==> src/rtl/key_schedule_seq.sv <==
// Sequential AES-128 key schedule controller: drives an external combinational expansion round
// and stores NUM_ROUNDS+1 round keys. Define KEY_SCHED_REVERSE_READ_EN for last-key-first reads.
module key_schedule_seq #(
    parameter int unsigned NUM_ROUNDS = 10
) (
    input  logic         clk,
    input  logic         rst,
    input  logic [127:0] key_in,
    input  logic         key_valid,
    output logic [127:0] exp_key,
    output logic [31:0]  exp_rcon,
    input  logic [127:0] exp_subkey,
    input  logic [3:0]   rd_idx,
    output logic [127:0] rd_key,
    output logic         busy,
    output logic         done
);

    localparam logic [3:0] LastRound = 4'(NUM_ROUNDS);

    typedef enum logic [1:0] {
        StIdle,
        StExpand,
        StDone
    } state_e;

    state_e       state_q;
    logic [3:0]   round_q;
    logic [127:0] exp_key_q;
    logic         busy_q;
    logic         done_q;
    logic [127:0] store_q [NUM_ROUNDS+1];

    function automatic logic [7:0] rcon_byte(input logic [3:0] r);
        logic [7:0] rc;
        case (r)
            4'd1:    rc = 8'h01;
            4'd2:    rc = 8'h02;
            4'd3:    rc = 8'h04;
            4'd4:    rc = 8'h08;
            4'd5:    rc = 8'h10;
            4'd6:    rc = 8'h20;
            4'd7:    rc = 8'h40;
            4'd8:    rc = 8'h80;
            4'd9:    rc = 8'h1b;
            4'd10:   rc = 8'h36;
            default: rc = 8'h00;
        endcase
        return rc;
    endfunction

    always_ff @(posedge clk or posedge rst) begin
        if (rst) begin
            state_q   <= StIdle;
            round_q   <= 4'd0;
            exp_key_q <= '0;
            busy_q    <= 1'b0;
            done_q    <= 1'b0;
            for (int unsigned i = 0; i <= NUM_ROUNDS; i++) begin
                store_q[i] <= '0;
            end
        end else begin
            unique case (state_q)
                StIdle, StDone: begin
                    if (key_valid) begin
                        store_q[0] <= key_in;
                        exp_key_q  <= key_in;
                        round_q    <= 4'd1;
                        busy_q     <= 1'b1;
                        done_q     <= 1'b0;
                        state_q    <= StExpand;
                    end
                end
                StExpand: begin
                    // key_valid is deliberately not looked at here: no restart mid-expansion.
                    for (int unsigned i = 1; i <= NUM_ROUNDS; i++) begin
                        if (round_q == 4'(i)) begin
                            store_q[i] <= exp_subkey;
                        end
                    end
                    exp_key_q <= exp_subkey;
                    if (round_q == LastRound) begin
                        busy_q  <= 1'b0;
                        done_q  <= 1'b1;
                        state_q <= StDone;
                    end else begin
                        round_q <= round_q + 4'd1;
                    end
                end
                default: begin
                    busy_q  <= 1'b0;
                    done_q  <= 1'b0;
                    state_q <= StIdle;
                end
            endcase
        end
    end

    always_comb begin
        exp_rcon = '0;
        if (state_q == StExpand) begin
            exp_rcon = {rcon_byte(round_q), 24'h0};
        end
    end

    always_comb begin
        logic [3:0] sel;
        sel    = '0;
        rd_key = '0;
        if (rd_idx <= LastRound) begin
`ifdef KEY_SCHED_REVERSE_READ_EN
            sel = LastRound - rd_idx;
`else
            sel = rd_idx;
`endif
            for (int unsigned i = 0; i <= NUM_ROUNDS; i++) begin
                if (sel == 4'(i)) begin
                    rd_key = store_q[i];
                end
            end
        end
    end

    assign exp_key = exp_key_q;
    assign busy    = busy_q;
    assign done    = done_q;

endmodule

==> config.mk <==
export PLATFORM = sky130hd
export DESIGN_NAME = key_schedule_seq
export DESIGN_NICKNAME = d
export VERILOG_FILES = /design/src/rtl/key_schedule_seq.sv
export SDC_FILE = /design/constraint.sdc
export NUM_CORES = 2
export LEC_CHECK = 0
export BUFFER_PORTS_ARGS = -buffer_cell sky130_fd_sc_hd__buf_2
export CAP_MARGIN = 30
export CORE_ASPECT_RATIO = 0.9
export CORE_MARGIN = 1
export CORE_UTILIZATION = 45
export DETAILED_ROUTE_END_ITERATION = 12
export GPL_ROUTABILITY_DRIVEN = 0
export SLEW_MARGIN = 10
export SYNTH_ARGS = -nofsm -noshare
export SYNTH_HDL_FRONTEND = slang
export SYNTH_SLANG_ARGS = --single-unit
export TNS_END_PERCENT = 30
==> constraint.sdc <==
create_clock -name clk -period 49.3 [get_ports clk]
set_input_delay 9.86 -clock clk [delete_from_list [all_inputs] [get_ports clk]]
set_output_delay 9.86 -clock clk [all_outputs]
set_load 0.02 [all_outputs]
# Word-level counts from Yosys, hierarchy flattened
# Memories as Yosys holds them, arrays and structs flattened.
# Index checks and enable logic that the tools add are counted.
[op_classes] reduce_logical=18 order_cmp=1 n_mux=27 n_eq_ne=25 n_addsub=1
[ops] operator="two-way mux 128 bit" n=13
[ops] operator="one-hot mux 128 bit (2 select lines)" n=1
[ops] operator="== test 4 x 3 -> 1 bit (second input constant)" n=8
[ops] operator="two-way mux 32 bit" n=1
[ops] operator="AND reduction 2 bit" n=13
[ops] operator="== test 4 bit (second input constant)" n=6
[ops] operator="== test 4 x 2 -> 1 bit (second input constant)" n=4
[ops] operator="== test 4 x 1 -> 1 bit (second input constant)" n=2
[ops] operator="two-way mux 4 bit" n=2
[ops] operator="one-hot mux 4 bit (2 select lines)" n=1
[ops] operator="!= test 2 bit (second input constant)" n=3
[ops] operator="adder 4 x 1 -> 4 bit (second input constant)" n=1
[ops] operator="<= comparator 4 bit (second input constant)" n=1
[ops] operator="zero test 4 bit" n=1
[ops] operator="two-way mux 1 bit" n=4
[ops] operator="two-way mux 2 bit" n=2
[ops] operator="one-hot mux 1 bit (2 select lines)" n=2
[ops] operator="one-hot mux 2 bit (2 select lines)" n=1
[ops] operator="AND reduction 3 bit" n=1
[ops] operator="== test 2 x 1 -> 1 bit (second input constant)" n=1
[ops] operator="== test 2 bit (second input constant)" n=1
[ops] operator="zero test 2 bit" n=1
[ops] operator="nonzero test 2 bit" n=1
[ops] operator="OR reduction 2 bit" n=1
[totals] elab_cells=89 romBits=128 out_inout_bits=290 n_memories=1 input_bits=263 reg_bits=1544
[memory_table] memory="(no name shown)" words=16 word_bits=8 rd=1 rd_ports_with_merged_regs=0 wr=0 line="36" rtl="case (r)"

# Logic depth before layout (Yosys ltp)
[logic_depth] ltp_word=13 mapped_depth=9 ltp_nobuf=7

# Worst setup path after synthesis
# Ideal clock, no wire load.
[synth_path] kind="input-to-output" start="in rd_idx[1]" end="out rd_key[58]" slack_ps=28004 required_ps=39440 cell_stages=7 t_arrival_ps=11436 path_buffers=4 path_cell_list="buf_4 buf_4 buf_4 buf_2 mux4_2 a21oi_1 a222oi_1"
[synth_via] elab_chain_len=13 elab_cells_between_ends=24 cone_classes="order compare (1); eq/ne (10); mux (12); reduce/logical (1)"
[synth_lines] item="start, declared" line="13" rtl="input logic [3:0] rd_idx,"
[synth_lines] item="zero test 4 bit" line="117" rtl="if (sel == 4'(i)) begin"
[synth_lines] item="two-way mux 128 bit (11 in series)" line="117"
[synth_lines] item="two-way mux 128 bit (*)" line="110" rtl="if (rd_idx <= LastRound) begin"
[synth_lines] item="end, declared" line="14" rtl="output logic [127:0] rd_key,"
# Every way passes the cells marked *; elsewhere a longest branch is shown, timed or not.

# Worst setup path after layout
[layout_path] start="in rd_idx[1]" end="out rd_key[86]"
# The elaborated chain is that of the path after synthesis.

==> flow_metrics.tcl <==
set metrics [dict create \
    hpwl_um 136000 \
    setup_slack_ps 24370 \
    cts_made_buffers 169 \
    grt_remaining_overflow 0 \
    fp-row-count 139 \
    dr.pass1.iters 7 \
    ys.flop_type "dfrtp_1" \
    fin_util 0.516 \
    cts_hold_buf 0 \
    vdd_ir_drop_max_v 0.0000319 \
    rsz0062_at_grt "no" \
    fin_total_pwr_mw 5.22 \
    startpoint_type "primary input" \
    max_stage_delay_ps 1140 \
    postRouteAntennaNets 0 \
    yosysSeqAreaShare 0.530 \
    fin_cells 9030 \
    crit_required_ps 39440 \
    ys_types 59 \
    cts_resized 0 \
    crit_buf_inv 5 \
    grt.total_usage 0.288 \
    htreeDepth 4 \
    syn_area_um2 72800 \
    cp_max_fo 99 \
    fmax_mhz 40.1 \
    cp_data_arrival_time_ps 15070 \
    fin_crit_sh 0.506 \
    num_io_pins 553 \
    synth_top_area_cell "dfrtp_1" \
    p_per_area_nw_per_um2 63.2 \
    synth_edf_count 0 \
    port_buffers 528 \
    netlist.area_leader.share 0.530 \
    synthTopCellsByCount "1543 x dfrtp_1, 1180 x nand2_1, 1168 x mux2_2, 391 x clkbuf_1, 343 x o21ai_0" \
    cts-root-buf "clkbuf_16" \
    start_util 0.455 \
    die_w_um 426 \
    drc 0 \
    clkTransAtPathRegs_ps 50 \
    fin_area_um2 82600 \
    core_um2 160000 \
    crit_slowest_cell "nor2_4" \
    insertion_delay_ps 820 \
    num_vias 54340 \
    clock-sinks 1543 \
    p_switching_mw 1.74 \
    status "completed" \
    p_leak_nw 37.2 \
    cts_tree "done" \
    critPathTopFamily "buffers and inverters" \
    drive_gt1_frac 0.312 \
    synth_cells 6617 \
    p_seq_frac 0.433 \
    worst_pin_slew_ps 1110 \
    die_area_um2 163000 \
    placed_area_um2 76500 \
    hold_viol 0 \
    postSynthAreaPerCell_um2 11.0 \
    endpoint_kind "output pin" \
    hold_class "flop to flop" \
    grt_max_degree 180 \
    first_iter_violations 5411 \
    dp_cells 8697 \
    clockBufferDepth 3 \
    ys_seq_elements 1543 \
    holdWs_ps 459 \
    ys_warn_count 0 \
    path_class "primary input to output pin" \
    drv_slew 0 \
    finalSetupViolations 0 \
    area_delta_synth_final_pct 13.4 \
    path_cells "buf_8 > clkinv_2 > nor2_4 > nand2_4 > buf_4 > buf_16 > o221ai_1 > a21oi_1 > buf_2" \
    totalNegativeSetupSlack_ps 0 \
    slew_headroom 0.259 \
    min_period_ps 24930 \
    power_switching_share 0.334 \
    cts_setup_buffers 0 \
    fin_skew_ps 39.3 \
    antenna_found_initial 24 \
    max-cap-violations 0 \
    wire_per_inst_um 26.3 \
    comb_power_share 0.314 \
    pre_cts_slack_ps 24330 \
    routed_wl_um 237000 \
    grt_pass1_vias 55013 \
    vias_per_cell 6.02 \
    power_frac_clock 0.253 \
    synth_most_common_cell "dfrtp_1" \
    final_nets 7032 \
    internal_power_mw 3.47 \
    grt_pass1_wl_um 356000 \
    synthArstFlopShare 1.00 \
    synthTopCellsByArea "dfrtp_1 53%, mux2_2 18%, nand2_1 6.1%" \
    fill_cells 14318 \
    die_h_um 384 \
]
[worst reg2reg max path, cell delays in order (launching register included)]
cell and delay (ps):
dfrtp_1 470, nand2b_1 310, nor2_1 350, nand3_4 630, inv_6 720, buf_4 790
buf_4 860, nand2_1 160, nand2_1 80
[flip-flops by register name (all words and copies together), names as in the netlist]
| register | count |
|---|---|
| state_q | 2 |
| exp_key | 128 |
| store_q | 1408 |
| round_q | 4 |
| busy | 1 |
[layer usage]
metal / GRT usage / part of all wire / vias up
li1: - / - / 23716
met1: 0.387 / 0.43 / 28124
met2: 0.460 / 0.47 / 2032
met3: 0.0441 / 0.061 / 456
met4: 0.129 / 0.042 / 12
met5: 0 / 0.00030 / -
[cell families (layout without fill, tap and decap cells)]
group / after synthesis / after routing / share of synthesized area
flip-flops: 1543 / 1543 / 0.530
XOR/XNOR: 2 / 2 / 0.000241
adder cells (fa/ha/maj): 6 / 6 / 0.00103
AO/OA/AOI/OAI: 1314 / 1314 / 0.123
other: 1 / 34 / 0.0000515
multiplexers: 1386 / 1386 / 0.213
buffers and inverters: 792 / 1057 / 0.0475
AND/OR/NAND/NOR: 1573 / 1573 / 0.0844
[power by group through the flow]
stage / Combinational, mW / Clock, mW / Sequential [mW]
after detailed placement: 1.64 / 0 / 2.26
after global placement: 1.60 / 0 / 2.24
after CTS: 1.65 / 1.34 / 2.25
final: 1.64 / 1.32 / 2.26
after global routing: 1.79 / 1.40 / 2.33
after floorplan: 1.17 / 0 / 2.27
[cell type report]
cell class / instances / area (um2) / share of cell area
sequential: 1543 / 38600 / 0.468
antenna: 10 / 25.0 / 0.000303
clock buffer: 253 / 5080 / 0.0615
inverter: 105 / 409 / 0.00495
multi-input combinational: 4305 / 31000 / 0.376
tap: 2115 / 2650 / 0.0320
timing repair buffer: 639 / 4050 / 0.0490
clock inverter: 60 / 753 / 0.00912
[layout by cell type (no fill, tap or decap), types with 13 or more instances in the layout]
master	synthesis	layout
a22o_1	60	60
clkbuf_1	391	32
buf_2	224	525
o22ai_1	68	68
a22oi_1	140	140
o2bb2ai_1	22	22
dfrtp_1	1543	1543
clkbuf_16	0	170
a21oi_1	264	264
mux2_2	1168	1168
buf_16	0	18
mux4_2	15	15
nor3_1	13	13
buf_4	51	76
conb_1	1	24
o21ai_0	343	343
a2bb2oi_1	70	70
a222oi_1	98	98
nand3_1	71	69
a21boi_0	35	35
nor2_1	258	254
clkbuf_8	0	51
o2111ai_1	36	36
o221ai_1	110	110
nand2_1	1180	1168
mux2i_1	203	203
clkinv_2	0	30
inv_1	105	99
[worst paths after layout]
check	startpoint	endpoint	slack, ps	cells after the start
max in group asynchronous	rst	exp_key[54]	36630	7
worst max-delay path	rd_idx[1]	rd_key[86]	24370	9
worst min register to register	exp_key[11]	exp_key[11]	460	2
min in group asynchronous	rst	store_q[1267]	9020	2
worst max register to register	state_q[1]	store_q[302]	44850	8
worst min-delay path	exp_key[11]	exp_key[11]	460	2
Power figures use the tool's default switching activity.
